===== src/rtl/s2a_pkg.sv =====
// Shared types and helpers for the multi-channel stream-to-AXI controller.
package s2a_pkg;

  typedef enum logic [2:0] {
    S_IDLE,
    S_AW,
    S_PRE,
    S_DATA,
    S_RESP
  } state_t;

  localparam logic [1:0] AXI_OKAY = 2'b00;

  function automatic int clog2(input int v);
    int r;
    r = 0;
    for (int i = 0; i < 31; i++)
      if ((1 << i) < v) r = i + 1;
    return r;
  endfunction

endpackage


===== src/rtl/s2a_rr_arb.sv =====
// Round-robin pick of the next channel with a pending half,
// searching upward from the one after last_grant.
module s2a_rr_arb #(
  parameter int NCH = 4,
  parameter int CHW = 2
) (
  input  logic [NCH-1:0] req,
  input  logic [CHW-1:0] last_grant,
  output logic [CHW-1:0] grant,
  output logic           valid
);

  int idx;
  logic [CHW-1:0] cand;

  always_comb begin
    grant = '0;
    valid = 1'b0;
    idx   = 0;
    cand  = '0;
    for (int i = 1; i <= NCH; i++) begin
      idx = int'(last_grant) + i;
      if (idx >= NCH) idx = idx - NCH;
      cand = CHW'(idx);
      if (!valid && req[cand]) begin
        valid = 1'b1;
        grant = cand;
      end
    end
  end

endmodule


===== src/rtl/s2a_mc_controller.sv =====
// Multi-channel ping-pong stream buffers drained as fixed
// INCR bursts on a single AXI write port.
module s2a_mc_controller
  import s2a_pkg::*;
#(
  parameter  int NCH        = 4,
  parameter  int BURST_LEN  = 16,
  parameter  int DATA_BYTES = 4,
  parameter  int SIZE_W     = 18,
  localparam int BW  = clog2(BURST_LEN),
  localparam int CHW = (NCH > 1) ? clog2(NCH) : 1
) (
  input  logic                   Sclk,
  input  logic                   rst,
  input  logic                   sync,
  input  logic [NCH-1:0]         Ien,
  output logic [NCH*(BW+1)-1:0]  Iaddr,
  input  logic [NCH*32-1:0]      ibase,
  input  logic [NCH*SIZE_W-1:0]  isize,
  output logic [NCH*SIZE_W-1:0]  iacnt,
  output logic [NCH*32-1:0]      ibcnt,
  output logic [NCH-1:0]         ovf,
  output logic                   werr,
  output logic [CHW-1:0]         s2a_ch,
  output logic [BW:0]            s2a_addr,
  output logic                   s2a_en,
  output logic [31:0]            AXI_awaddr,
  output logic [7:0]             AXI_awlen,
  output logic                   AXI_awvalid,
  input  logic                   AXI_awready,
  output logic                   AXI_wvalid,
  output logic                   AXI_wlast,
  input  logic                   AXI_wready,
  input  logic                   AXI_bvalid,
  input  logic [1:0]             AXI_bresp,
  output logic                   AXI_bready
);

  localparam int BBW = clog2(BURST_LEN * DATA_BYTES);
  localparam logic [BW-1:0] LAST = BW'(BURST_LEN - 1);

  state_t state;
  logic [CHW-1:0] ch, last_grant, gnt;
  logic gnt_vld, stale, rel_any;
  logic [NCH-1:0] req;
  logic [NCH-1:0][31:0] base_a;
  logic [NCH-1:0][SIZE_W-1:0] size_a;
  logic [NCH-1:0][SIZE_W-1:0] rd_blk;
  logic [NCH-1:0] rd_half;

  assign base_a    = ibase;
  assign size_a    = isize;
  assign AXI_awlen = 8'(BURST_LEN - 1);
  assign s2a_ch    = ch;

  assign s2a_en = (state == S_PRE) |
    ((state == S_DATA) & AXI_wvalid &
     AXI_wready & ~AXI_wlast);

  // A burst granted before a sync must not touch the cleared pointers.
  assign rel_any = (state == S_DATA) & AXI_wvalid &
    AXI_wready & AXI_wlast & ~stale;

  for (genvar g = 0; g < NCH; g++) begin : g_ch
    logic [BW-1:0] beat;
    logic half, done, rel, of;
    logic [SIZE_W-1:0] acnt;
    logic [31:0] bcnt;
    logic [1:0] pend;
    logic [SIZE_W-1:0] sz;

    assign sz   = size_a[g];
    assign done = Ien[g] & (beat == LAST);
    assign rel  = rel_any & (ch == CHW'(g));

    always_ff @(posedge Sclk or posedge rst) begin
      if (rst) begin
        beat <= '0;
        half <= 1'b0;
        acnt <= '0;
        bcnt <= '0;
        pend <= '0;
        of   <= 1'b0;
      end else if (sync) begin
        beat <= '0;
        half <= 1'b0;
        acnt <= '0;
        bcnt <= '0;
        pend <= '0;
        of   <= 1'b0;
      end else begin
        if (Ien[g]) beat <= beat + 1'b1;
        if (done) begin
          half <= ~half;
          if (acnt == sz - 1'b1) begin
            acnt <= '0;
            bcnt <= bcnt + 1'b1;
          end else begin
            acnt <= acnt + 1'b1;
          end
        end
        case ({done, rel})
          2'b10: begin
            if (pend == 2'd2) of <= 1'b1;
            else pend <= pend + 1'b1;
          end
          2'b01:   pend <= pend - 1'b1;
          default: ;
        endcase
      end
    end

    assign Iaddr[g*(BW+1) +: BW+1]   = {half, beat};
    assign iacnt[g*SIZE_W +: SIZE_W] = acnt;
    assign ibcnt[g*32 +: 32]         = bcnt;
    assign ovf[g]                    = of;
    assign req[g]                    = (pend != 2'd0);
  end

  s2a_rr_arb #(
    .NCH (NCH),
    .CHW (CHW)
  ) u_arb (
    .req        (req),
    .last_grant (last_grant),
    .grant      (gnt),
    .valid      (gnt_vld)
  );

  always_ff @(posedge Sclk or posedge rst) begin
    if (rst) begin
      state       <= S_IDLE;
      ch          <= '0;
      last_grant  <= CHW'(NCH - 1);
      AXI_awaddr  <= '0;
      AXI_awvalid <= 1'b0;
      AXI_wvalid  <= 1'b0;
      AXI_wlast   <= 1'b0;
      AXI_bready  <= 1'b0;
      s2a_addr    <= '0;
      werr        <= 1'b0;
      stale       <= 1'b0;
      rd_blk      <= '0;
      rd_half     <= '0;
    end else begin
      if (sync) stale <= 1'b1;
      unique case (state)
        S_IDLE: begin
          stale <= sync;
          if (gnt_vld) begin
            ch          <= gnt;
            last_grant  <= gnt;
            AXI_awaddr  <= base_a[gnt] +
              (32'(rd_blk[gnt]) << BBW);
            s2a_addr    <= {rd_half[gnt], BW'(0)};
            AXI_awvalid <= 1'b1;
            state       <= S_AW;
          end
        end
        S_AW: begin
          if (AXI_awready) begin
            AXI_awvalid <= 1'b0;
            state       <= S_PRE;
          end
        end
        S_PRE: begin
          s2a_addr[BW-1:0] <= s2a_addr[BW-1:0] + 1'b1;
          AXI_wvalid <= 1'b1;
          AXI_wlast  <= 1'b0;
          state      <= S_DATA;
        end
        S_DATA: begin
          if (AXI_wready) begin
            if (AXI_wlast) begin
              AXI_wvalid <= 1'b0;
              AXI_wlast  <= 1'b0;
              AXI_bready <= 1'b1;
              state      <= S_RESP;
              if (!stale) begin
                rd_half[ch] <= ~rd_half[ch];
                if (rd_blk[ch] == size_a[ch] - 1'b1)
                  rd_blk[ch] <= '0;
                else
                  rd_blk[ch] <= rd_blk[ch] + 1'b1;
              end
            end else begin
              s2a_addr[BW-1:0] <= s2a_addr[BW-1:0] + 1'b1;
              AXI_wlast <= (s2a_addr[BW-1:0] == LAST);
            end
          end
        end
        S_RESP: begin
          if (AXI_bvalid) begin
            AXI_bready <= 1'b0;
            if (AXI_bresp != AXI_OKAY) werr <= 1'b1;
            state <= S_IDLE;
          end
        end
        default: state <= S_IDLE;
      endcase
      if (sync) begin
        rd_blk  <= '0;
        rd_half <= '0;
      end
    end
  end

endmodule


===== config.mk =====
export PLATFORM = sky130hd
export DESIGN_NAME = s2a_mc_controller
export DESIGN_NICKNAME = d
export VERILOG_FILES = /design/src/rtl/s2a_pkg.sv /design/src/rtl/s2a_rr_arb.sv /design/src/rtl/s2a_mc_controller.sv
export SDC_FILE = /design/constraint.sdc
export NUM_CORES = 1
export LEC_CHECK = 0
export BUFFER_PORTS_ARGS = -buffer_cell sky130_fd_sc_hd__buf_4
export CELL_PAD_IN_SITES_DETAIL_PLACEMENT = 0
export CELL_PAD_IN_SITES_GLOBAL_PLACEMENT = 1
export CORE_MARGIN = 5
export CORE_UTILIZATION = 39
export DETAILED_ROUTE_END_ITERATION = 10
export GPL_TIMING_DRIVEN = 0
export PLACE_DENSITY = 0.77
export SYNTH_ARGS = -nofsm -noshare
export SYNTH_HDL_FRONTEND = slang
export SYNTH_HIERARCHICAL = 1
export SYNTH_SLANG_ARGS = --single-unit

===== constraint.sdc =====
create_clock -name Sclk -period 11.4 [get_ports Sclk]
set_input_delay 2.28 -clock Sclk [delete_from_list [all_inputs] [get_ports Sclk]]
set_output_delay 2.28 -clock Sclk [all_outputs]
set_load 0.02 [all_outputs]

==> results.ini <==
[logic_synthesis]
synth-edff-count = 0
syn_inst = 2433
ys_seq_area_frac = 0.384
syn-cell-area_mm2 = 0.0233
yosysMostFrequentCell = dfrtp_1
synth_area_leaders = dfrtp_1, mux4_2, xnor2_1, nor2_1, xor2_1
synth_async_sr_flop_share = 1.00
synth_flop_cell = dfrtp_1
synth_cell_types = 90
synth_commonest_cells = dfrtp_1, nor2_1, nand2_1
ys_ff_latch = 358
avgSynthCellArea_um2 = 9.58
synth_top_area_frac = 0.382
ys_warn_count = 6
synth_top_cell_by_area = dfrtp_1

[floorplan]
io_pins = 489
die_w_um = 254
core_mm2 = 0.0591
die_area_mm2 = 0.0647
initial_utilization = 0.394
row_count = 89
fp.dieH_um = 254

[critical_path]
crit_fanout = 10
path_class = flop to flop
rrSetupSlack_ns = 4.70
cp-startpoint = g_ch[2].pend[0]$_DFFE_PP0P_
endpoint_kind = flop
reg2reg_to = AXI_awaddr[31]$_DFFE_PP0P_
crit_end = AXI_awaddr[31]$_DFFE_PP0P_
critPathLaunchType = flop
critPathArrivalTime_ns = 7.15
r2r_cells = 18
cp.required_ns = 11.85
r2r_start = g_ch[2].pend[0]$_DFFE_PP0P_

[placed_design]
dp_hpwl_um = 67800
pre_cts_ws_ns = 4.55
port_buffers = 468
globalplace.congestion = 0.917

[sta]
setup_violations = 0
maxSlewViolCount = 0
setup_slack_ns = 4.70
rsz0062_at_grt = false
slew_headroom = 0.171
hold_violations = 0
fin_crit_ns = 6.70
fin_crit_sh = 0.588
fin_skew_ns = 0.0190
worst_pin_slew_ns = 1.24
max_freq_mhz = 149
fin_tns_setup_ns = 0

[cts]
cts_tree = done
cts_hold_buf = 0
path_clk_slew_ns = 0.06
clockBufferDepth = 3
numCtsBuffers = 43
clock-sinks = 358
clk_latency_ns = 0.59
cts_resized = 0
cts_htree_levels = 2
cts-root-buf = clkbuf_16
cts_setup_buffers = 0

[min_path]
min_from = werr$_DFFE_PP0P_
hold_path_class = flop to flop

[route]
wl_um = 88200
dr.pass1.iters = 5
drc = 0
vias_per_cell = 5.83
postRouteAntennaNets = 0
drt_iter0_drc = 1787
vias = 22000
routedWlPerCell_um = 23.4

[cells_and_area]
drive_above_1_share = 0.240
fill_cells = 5571
synthToLayoutAreaGrowth_pct = 26.3
final_nets = 3211

[power_and_ir_drop]
powerDensity_mw_per_mm2 = 105
ir_worst_vdd_mv = 0.109
power_leakage_uw = 0.0126

[grt]
grt_max_degree = 42
grt_overflow = 0
grt_pass1_vias = 21900
grt_pass1_wl_um = 132000
gr-usage-all-layers = 0.260
antenna_found_initial = 17

[outcome]
status = completed

[run]
maxCapViolCount = 0

through the flow:
step | hold slack, ns | std cells | util | area (um^2) | total power [uW]
after floorplan | 0.460 | 2439 | - | 23300 | 1530
after global placement | 0.452 | 3680 | 0.470 | 27800 | 1690
after detailed placement | 0.459 | 3689 | 0.473 | 28000 | 1710
after CTS | 0.473 | 3763 | 0.497 | 29400 | 3110
after global routing | 0.476 | 3769 | 0.498 | 29400 | 3180
final | 0.469 | 3773 | 0.498 | 29400 | 3080
worst min path at each step:
stage,to,slack (ns),depth (start not counted)
after floorplan,last_grant[0]$_DFFE_PP1P_,0.46,2
after global placement,werr$_DFFE_PP0P_,0.45,1
after detailed placement,werr$_DFFE_PP0P_,0.46,1
after CTS,werr$_DFFE_PP0P_,0.47,1
after global routing,werr$_DFFE_PP0P_,0.48,1
final,werr$_DFFE_PP0P_,0.47,1
per-layer routing:
| layer | track usage | vias up | part of all wire |
|---|---|---|---|
| met5 | 0 | - | 0.0018 |
| met4 | 0.0867 | 20 | 0.033 |
| met3 | 0.0720 | 169 | 0.086 |
| met2 | 0.419 | 823 | 0.47 |
| met1 | 0.343 | 11000 | 0.41 |
| li1 | - | 9975 | - |
where the power goes:
group / internal [uW] / total (uW) / switching [uW]
logic: 150 / 372 / 222
registers: 1290 / 1310 / 24.5
clock network: 821 / 1390 / 568
total: 2260 / 3080 / 815
registers in the layout, indices dropped and copies added (netlist names):
register     flops
g_ch.beat       16
g_ch.half        4
rd_blk          72
g_ch.pend        8
rd_half          4
last_grant       2
g_ch.acnt       72
AXI_wvalid       1
werr             1
s2a_ch           2
g_ch.of          4
AXI_awaddr      32
state            3
s2a_addr         5
g_ch.bcnt      128
stale            1
AXI_bready       1
AXI_awvalid      1
AXI_wlast        1
area by class of cell:
| class | count | area, um^2 | area share |
|---|---|---|---|
| timing repair buffer | 477 | 3690 | 0.126 |
| buffer | 143 | 643 | 0.0219 |
| antenna | 10 | 25.0 | 0.000850 |
| sequential | 358 | 8960 | 0.304 |
| tap | 773 | 967 | 0.0329 |
| multi-input combinational | 1887 | 13500 | 0.460 |
| clock buffer | 66 | 1330 | 0.0450 |
| clock inverter | 8 | 86.3 | 0.00293 |
| inverter | 51 | 195 | 0.00663 |
cells in the final DEF, fill, tap and decap left out, types with 55 or more instances in the layout:
master,instances
xor2_1,116
nand4_1,56
nand3_1,93
nor3_1,86
a32o_1,70
nor2_1,273
o21ai_0,113
mux4_2,87
xnor2_1,188
nand2_1,207
dfrtp_1,356
clkbuf_1,103
buf_4,488
a21oi_1,55
critical path: stages, from the launching register on:
cell	delay [ns]
dfrtp_1	0.43
or2_2	0.32
and2b_1	0.24
a21oi_2	0.05
o221ai_2	0.19
clkbuf_1	0.47
clkbuf_1	0.69
buf_1	0.98
mux4_2	0.69
ha_1	0.32
a21o_1	0.18
a21o_1	0.22
a311oi_1	0.29
nor3_1	0.18
a211o_1	0.33
a311oi_1	0.58
nor3b_1	0.17
xnor2_1	0.16
o21ai_0	0.09
cells by family after synthesis:
| logic type | count (synthesis) | share of synthesized area |
|---|---|---|
| other | 2 | 0.000322 |
| buffers and inverters | 194 | 0.0358 |
| muxes | 112 | 0.0951 |
| AOI/OAI and AO/OA | 404 | 0.123 |
| DFF | 358 | 0.384 |
| adders and majority gates | 38 | 0.0207 |
| and+or+nand+nor | 1021 | 0.226 |
| xor gates and xnor gates | 304 | 0.114 |
(Power assumes the default switching activity.)
